**config.mk**
```make
export PLATFORM = sky130hd
export DESIGN_NAME = instruction_executor
export DESIGN_NICKNAME = d
export VERILOG_FILES = /design/src/rtl/definitions_pkg.sv /design/src/rtl/seq_divider.sv /design/src/rtl/instruction_executor.sv
export SDC_FILE = /design/constraint.sdc
export NUM_CORES = 2
export LEC_CHECK = 0
export CAP_MARGIN = 0
export CORE_AREA = 2 2 249 251
export CTS_CLUSTER_SIZE = 20
export DETAILED_ROUTE_END_ITERATION = 16
export DIE_AREA = 0 0 251 253
export PLACE_DENSITY = 0.82
export SLEW_MARGIN = 20
export SYNTH_ARGS = -nofsm -noshare
export SYNTH_HDL_FRONTEND = slang
export SYNTH_SLANG_ARGS = --single-unit
```
**constraint.sdc**
```tcl
create_clock -name clk -period 8.4 [get_ports clk]
set_input_delay 2.52 -clock clk [delete_from_list [all_inputs] [get_ports clk]]
set_output_delay 2.52 -clock clk [all_outputs]
set_load 0.005 [all_outputs]
```
**src/rtl/definitions_pkg.sv**
```systemverilog
// Shared types for the instruction register / executor slice: instruction and result
// layouts, opcode and operand-type encodings, executor FSM states.
package definitions_pkg;

    typedef logic [31:0] data_t;
    typedef logic [4:0]  address_t;

    localparam int unsigned N_ENTRIES = 32;

    typedef enum logic [3:0] {
        ADD  = 4'h0,
        SUB  = 4'h1,
        MULT = 4'h2,
        DIV  = 4'h3,
        SL   = 4'h4,
        SR   = 4'h5
    } op_t;

    typedef enum logic {
        UNSIGNED = 1'b0,
        SIGNED   = 1'b1
    } operand_type_t;

    // rsvd carries instruction_register bookkeeping that the executor does not interpret
    typedef struct packed {
        op_t           opc;
        operand_type_t op_type;
        data_t         op_a;
        data_t         op_b;
        logic [3:0]    rsvd;
    } instruction_t;

    typedef struct packed {
        data_t    data;
        logic     dbz;
        logic     illegal;
        address_t addr;
    } result_t;

    typedef enum logic [2:0] {
        IDLE   = 3'd0,
        FETCH  = 3'd1,
        EXEC   = 3'd2,
        DIVIDE = 3'd3,
        RESP   = 3'd4
    } exec_state_t;

    function automatic data_t abs32(input data_t v);
        return v[31] ? data_t'(-v) : v;
    endfunction

endpackage

```
**src/rtl/seq_divider.sv**
```systemverilog
// Unsigned restoring divider, one quotient bit per cycle. done_o is high during the
// final iteration and quotient_o then already shows the completed quotient.
module seq_divider
    import definitions_pkg::*;
#(
    parameter int DIV_CYCLES = 32
) (
    input  logic  clk,
    input  logic  rstN,
    input  logic  start_i,
    input  data_t dividend_i,
    input  data_t divisor_i,
    output logic  busy_o,
    output logic  done_o,
    output data_t quotient_o
);

    localparam int CNT_W = $clog2(DIV_CYCLES + 1);

    data_t             rem_q, rem_d;
    data_t             quo_q, quo_d;
    data_t             dsr_q;
    logic [CNT_W-1:0]  cnt_q;
    logic              busy_q;

    logic [32:0]       rem_sh;
    logic              ge;

    always_comb begin
        rem_sh = {rem_q, quo_q[31]};
        ge     = (rem_sh >= {1'b0, dsr_q});
        rem_d  = ge ? data_t'(rem_sh - {1'b0, dsr_q}) : rem_sh[31:0];
        quo_d  = {quo_q[30:0], ge};
    end

    always_ff @(posedge clk or negedge rstN) begin
        if (!rstN) begin
            rem_q  <= '0;
            quo_q  <= '0;
            dsr_q  <= '0;
            cnt_q  <= '0;
            busy_q <= 1'b0;
        end else if (start_i) begin
            rem_q  <= '0;
            quo_q  <= dividend_i;
            dsr_q  <= divisor_i;
            cnt_q  <= CNT_W'(DIV_CYCLES);
            busy_q <= 1'b1;
        end else if (busy_q) begin
            rem_q <= rem_d;
            quo_q <= quo_d;
            cnt_q <= cnt_q - CNT_W'(1);
            if (cnt_q == CNT_W'(1)) begin
                busy_q <= 1'b0;
            end
        end
    end

    assign busy_o     = busy_q;
    assign done_o     = busy_q && (cnt_q == CNT_W'(1));
    assign quotient_o = quo_d;

endmodule

```
**src/rtl/instruction_executor.sv**
```systemverilog
// Walks instruction_register entries from start_addr, executes each instruction and
// presents one result per entry on a valid/ready port; done pulses after the last one.
module instruction_executor
    import definitions_pkg::*;
#(
    parameter int DIV_CYCLES = 32
) (
    input  logic         clk,
    input  logic         rstN,
    input  logic         start,
    input  address_t     start_addr,
    input  logic [5:0]   count,
    output address_t     read_pointer,
    input  instruction_t iw,
    output result_t      res,
    output logic         res_valid,
    input  logic         res_ready,
    output logic         busy,
    output logic         done
);

    exec_state_t  state_q, state_d;
    address_t     rp_q, rp_d;
    logic [5:0]   remaining_q, remaining_d;
    instruction_t iw_q, iw_d;
    result_t      res_q, res_d;
    logic         done_q, done_d;
    logic         neg_q, neg_d;

    logic         div_start, div_busy, div_done;
    data_t        div_dividend, div_divisor, div_quotient;
    logic         is_signed;
    logic [4:0]   shamt;
    logic         unused_bits;

    assign is_signed    = (iw_q.op_type == SIGNED);
    assign shamt        = iw_q.op_b[4:0];
    assign div_dividend = is_signed ? abs32(iw_q.op_a) : iw_q.op_a;
    assign div_divisor  = is_signed ? abs32(iw_q.op_b) : iw_q.op_b;
    assign unused_bits  = ^{iw_q.rsvd, div_busy};

    seq_divider #(
        .DIV_CYCLES (DIV_CYCLES)
    ) u_div (
        .clk        (clk),
        .rstN       (rstN),
        .start_i    (div_start),
        .dividend_i (div_dividend),
        .divisor_i  (div_divisor),
        .busy_o     (div_busy),
        .done_o     (div_done),
        .quotient_o (div_quotient)
    );

    always_comb begin
        state_d     = state_q;
        rp_d        = rp_q;
        remaining_d = remaining_q;
        iw_d        = iw_q;
        res_d       = res_q;
        done_d      = 1'b0;
        neg_d       = neg_q;
        div_start   = 1'b0;

        case (state_q)
            IDLE: begin
                if (start) begin
                    if (count == 6'd0) begin
                        done_d = 1'b1;
                    end else begin
                        rp_d        = start_addr;
                        remaining_d = count;
                        state_d     = FETCH;
                    end
                end
            end
            FETCH: begin
                iw_d    = iw;
                state_d = EXEC;
            end
            EXEC: begin
                res_d.addr    = rp_q;
                res_d.dbz     = 1'b0;
                res_d.illegal = 1'b0;
                res_d.data    = '0;
                state_d       = RESP;
                case (iw_q.opc)
                    ADD:  res_d.data = iw_q.op_a + iw_q.op_b;
                    SUB:  res_d.data = iw_q.op_a - iw_q.op_b;
                    MULT: res_d.data = iw_q.op_a * iw_q.op_b;
                    SL:   res_d.data = iw_q.op_a << shamt;
                    SR:   res_d.data = is_signed ? data_t'($signed(iw_q.op_a) >>> shamt)
                                                 : (iw_q.op_a >> shamt);
                    DIV: begin
                        if (iw_q.op_b == '0) begin
                            res_d.data = 32'hFFFF_FFFF;
                            res_d.dbz  = 1'b1;
                        end else begin
                            div_start = 1'b1;
                            neg_d     = is_signed && (iw_q.op_a[31] ^ iw_q.op_b[31]);
                            state_d   = DIVIDE;
                        end
                    end
                    default: res_d.illegal = 1'b1;
                endcase
            end
            DIVIDE: begin
                // Magnitude quotient from the divider; -2^31/-1 falls out as 32'h8000_0000
                if (div_done) begin
                    res_d.data = neg_q ? data_t'(-div_quotient) : div_quotient;
                    state_d    = RESP;
                end
            end
            RESP: begin
                if (res_ready) begin
                    remaining_d = remaining_q - 6'd1;
                    if (remaining_q == 6'd1) begin
                        done_d  = 1'b1;
                        state_d = IDLE;
                    end else begin
                        rp_d    = rp_q + 5'd1;
                        state_d = FETCH;
                    end
                end
            end
            default: state_d = IDLE;
        endcase
    end

    always_ff @(posedge clk or negedge rstN) begin
        if (!rstN) begin
            state_q     <= IDLE;
            rp_q        <= '0;
            remaining_q <= '0;
            iw_q        <= '0;
            res_q       <= '0;
            done_q      <= 1'b0;
            neg_q       <= 1'b0;
        end else begin
            state_q     <= state_d;
            rp_q        <= rp_d;
            remaining_q <= remaining_d;
            iw_q        <= iw_d;
            res_q       <= res_d;
            done_q      <= done_d;
            neg_q       <= neg_d;
        end
    end

    assign read_pointer = rp_q;
    assign res          = res_q;
    assign res_valid    = (state_q == RESP);
    assign busy         = (state_q != IDLE);
    assign done         = done_q;

endmodule

```
==> impl_metrics.tcl <==
set metrics [dict create \
    finalWeightedCongestion 1.053 \
    net_count_synth 4867 \
    io_buffers 130 \
    start_util_pct 57.32 \
    post_route_cells_drive_above_1_share_pct 6.829 \
    crit_path_max_fanout 23 \
    synth.largest_area_cell "sky130_fd_sc_hd__fa_1" \
    route.detailed.wl_per_inst_microns 23.29 \
    dr.first_iter.drc_count 3351 \
    dr_total_vias 31020 \
    fraction_of_post_synthesis_cell_area_in_the_top_cell_type_by_area_pct 23.46 \
    route.detailed.drc 0 \
    yosysUniqueCellTypes 81 \
    finalClockSkew_ps 33.43 \
    slew_headroom_pct 21.81 \
    ys_async_sr_fraction_pct 100.0 \
    worst_setup_path_type "reg2reg" \
    setup-violations-final 0 \
    avgSynthCellArea_sq_um 8.384 \
    synthesis.instances 4172 \
    place.detailed.hpwl_microns 88940 \
    synth-compound-area-share_pct 13.49 \
    rsz0062_at_grt "false" \
    run_status "complete, no violations" \
    ys.flop_type "sky130_fd_sc_hd__dfrtp_1" \
    synth-adder-area-share_pct 30.51 \
    synth_seq_cells 227 \
    die_area_sq_mm 0.06350 \
    placed_cells 4899 \
    synth_most_common_cell "sky130_fd_sc_hd__nand2_1" \
    die_height_microns 253 \
    clkSinkCount 227 \
    post_synth_most_frequent_cells "sky130_fd_sc_hd__nand2_1, sky130_fd_sc_hd__inv_1, sky130_fd_sc_hd__fa_1" \
    final.fill_count 5110 \
    clock_path_buffers 3 \
    slew_violations 0 \
    cp_data_arrival_time_ps 8380 \
    worstPathRequired_ps 8850 \
    layout_worst_path_cycle_share_pct 94.40 \
    netlist_area_sq_mm 0.03498 \
    router_iterations_before_antenna_repair 7 \
    synthTopCellsByArea "sky130_fd_sc_hd__fa_1, sky130_fd_sc_hd__dfrtp_1, sky130_fd_sc_hd__ha_1" \
    grt_start_max_net_pins 147 \
    antenna_found_initial 4 \
    die_width_microns 251 \
    postRouteAntennaNets 0 \
    hold_viol 0 \
    gr-usage-all-layers_pct 36.58 \
    number_of_flops_mapped_to_enable_cells_by_yosys 0 \
    worst_setup_path_end_kind "flip-flop" \
    core_area_sq_mm 0.06103 \
    finalWorstPathRequiredPeriod_ps 7930 \
    min-delay-path-class "reg2reg" \
    yosys.area_share.xor_xnor_pct 6.134 \
    syn2layout_area_growth_pct 8.552 \
    cts_hold_buf 0 \
    share_of_synthesized_area_spent_on_multiplexers_pct 6.607 \
    rows 91 \
    detail_route.wirelength_microns 115400 \
    ioPinCount 135 \
    fin_setup_tns_ps 0 \
    synth_top_family_by_area "adder cells" \
    clkLatencyLatePin_ps 610 \
    drv.max_cap_violation_count 0 \
    vias_in_the_first_global_route 31020 \
    vias_per_cell 6.260 \
    cts_root_buffer "sky130_fd_sc_hd__clkbuf_16" \
    tritoncts.num_buffers 28 \
    nets 4834 \
    synth-seq-area-share_pct 16.24 \
    timing.fmax_mhz 126.1 \
    htree_levels 1 \
    synth.yosys.warnings 0 \
    globalRoute.totalOverflow 0 \
    clkSlewWorstSetupHoldPaths_ps 60 \
    tightestPinTransition_ps 1173 \
    critPathLaunchType "flip-flop" \
    cts_tree "built" \
    grt_pass1_wl_microns 178500 \
    finalNonFillerCells 4955 \
    basic_gate_share_of_the_synthesized_area_counting_and_or_nand_and_nor_cells_pct 19.00 \
]
-- sequential cells by signal, summed over array words and instances (netlist names) --
name / flops
done: 1
is_signed: 1
iw_q: 68
neg_q: 1
read_pointer: 5
remaining_q: 6
res: 39
state_q: 3
u_div.busy_o: 1
u_div.cnt_q: 6
u_div.dsr_q: 32
u_div.quo_q: 32
u_div.rem_q: 32
-- cells by family after synthesis --
family / after synthesis
AND/OR/NAND/NOR: 1395
AO/OA/AOI/OAI: 777
buffers and inverters: 743
adder cells (fa/ha/maj): 607
XOR/XNOR: 245
flip-flops: 227
multiplexers: 178
-- worst max-delay path: stages (launching register included) --
cell	delay (ps)
sky130_fd_sc_hd__dfrtp_2	680
sky130_fd_sc_hd__buf_4	320
sky130_fd_sc_hd__and2_1	180
sky130_fd_sc_hd__fa_1	440
sky130_fd_sc_hd__fa_1	490
sky130_fd_sc_hd__fa_1	520
sky130_fd_sc_hd__fa_1	570
sky130_fd_sc_hd__ha_1	230
sky130_fd_sc_hd__ha_1	270
sky130_fd_sc_hd__inv_1	50
sky130_fd_sc_hd__fa_1	470
sky130_fd_sc_hd__inv_1	50
sky130_fd_sc_hd__fa_1	430
sky130_fd_sc_hd__ha_1	390
sky130_fd_sc_hd__and4_1	200
sky130_fd_sc_hd__o21ai_0	140
sky130_fd_sc_hd__a311oi_1	350
sky130_fd_sc_hd__o21ai_0	250
sky130_fd_sc_hd__a21oi_1	340
sky130_fd_sc_hd__a41oi_1	310
sky130_fd_sc_hd__o21ai_0	350
sky130_fd_sc_hd__a31oi_1	150
sky130_fd_sc_hd__xnor2_1	440
sky130_fd_sc_hd__o22ai_1	160
-- cell usage in the layout (no fill, tap or decap), types with 9 or more instances in the layout --
cell | synthesis | final
sky130_fd_sc_hd__nand2_1 | 526 | 526
sky130_fd_sc_hd__inv_1 | 444 | 444
sky130_fd_sc_hd__fa_1 | 410 | 410
sky130_fd_sc_hd__and2_1 | 316 | 316
sky130_fd_sc_hd__nor2_1 | 278 | 277
sky130_fd_sc_hd__o21ai_0 | 271 | 271
sky130_fd_sc_hd__dfrtp_1 | 227 | 221
sky130_fd_sc_hd__a21oi_1 | 208 | 207
sky130_fd_sc_hd__ha_1 | 197 | 197
sky130_fd_sc_hd__xnor2_1 | 144 | 144
sky130_fd_sc_hd__clkdlybuf4s50_1 | 0 | 129
sky130_fd_sc_hd__xor2_1 | 101 | 101
sky130_fd_sc_hd__buf_4 | 0 | 101
sky130_fd_sc_hd__mux2i_1 | 79 | 79
sky130_fd_sc_hd__mux2_2 | 63 | 63
sky130_fd_sc_hd__nor3_1 | 60 | 59
sky130_fd_sc_hd__nand2b_1 | 43 | 43
sky130_fd_sc_hd__nand3_1 | 41 | 41
sky130_fd_sc_hd__a31oi_1 | 39 | 39
sky130_fd_sc_hd__mux4_2 | 36 | 36
sky130_fd_sc_hd__a211oi_1 | 35 | 34
sky130_fd_sc_hd__clkbuf_16 | 0 | 28
sky130_fd_sc_hd__o211ai_1 | 26 | 26
sky130_fd_sc_hd__o31ai_1 | 26 | 26
sky130_fd_sc_hd__or3_1 | 25 | 25
sky130_fd_sc_hd__a21o_1 | 25 | 25
sky130_fd_sc_hd__nor2b_1 | 22 | 22
sky130_fd_sc_hd__nand4_1 | 18 | 18
sky130_fd_sc_hd__o22ai_1 | 18 | 18
sky130_fd_sc_hd__nor4_1 | 16 | 16
sky130_fd_sc_hd__o21a_1 | 15 | 15
sky130_fd_sc_hd__and3_1 | 11 | 11
sky130_fd_sc_hd__a22oi_1 | 11 | 11
sky130_fd_sc_hd__or4_1 | 10 | 10
sky130_fd_sc_hd__o221ai_1 | 9 | 9
-- layer usage --
layer | GRT usage [%] | share of wire [%] | routed length, microns | vias up
met5 | 0 | 0 | 0 | -
met4 | 21.50 | 6.5 | 7517 | 0
met3 | 6.908 | 11 | 12240 | 360
met2 | 56.94 | 45 | 51720 | 1795
met1 | 47.89 | 38 | 43900 | 15220
li1 | - | - | - | 13640
-- area by class of cell --
class | count | area, sq um | area share (%)
diodes | 6 | 15.01 | 0.03954
clock buffers | 36 | 780.7 | 2.056
clock inverters | 14 | 188.9 | 0.4976
inverters | 447 | 1678 | 4.419
multi-input cells | 3202 | 26520 | 69.84
flip-flops and latches | 227 | 5695 | 15.00
well taps | 790 | 988.4 | 2.603
repair buffers | 233 | 2105 | 5.542
-- through the flow --
| stage | instance area, sq um | hold slack [ps] | setup WS [ps] | utilization [%] |
|---|---|---|---|---|
| floorplan | 34980 | 449.8 | 547.6 | - |
| global placement | 36980 | 457.7 | 546.5 | 60.60 |
| detailed placement | 36980 | 461.0 | 482.2 | 60.60 |
| CTS | 37950 | 475.8 | 449.6 | 62.19 |
| global route | 37960 | 487.7 | 63.67 | 62.20 |
| finish | 37970 | 476.3 | 470.1 | 62.22 |
-- final timing paths --
check | start | end | slack, ps | cells after the start
min in group asynchronous | rstN | iw_q[67] | 1950 | 1
min | res[4] | res[4] | 480 | 2
min reg2reg | res[4] | res[4] | 480 | 2
max reg2reg | iw_q[8] | res[38] | 470 | 23
max in group asynchronous | rstN | iw_q[10] | 5170 | 2
max | iw_q[8] | res[38] | 470 | 23
-- repair_timing --
action                     CTS  global route
setup buffers                0             0
setup endpoints to repair    0             1
gates resized for setup      0             1
Power is not shown: default switching activity piles up to over one toggle a cycle in this logic, so the estimate is an artifact.
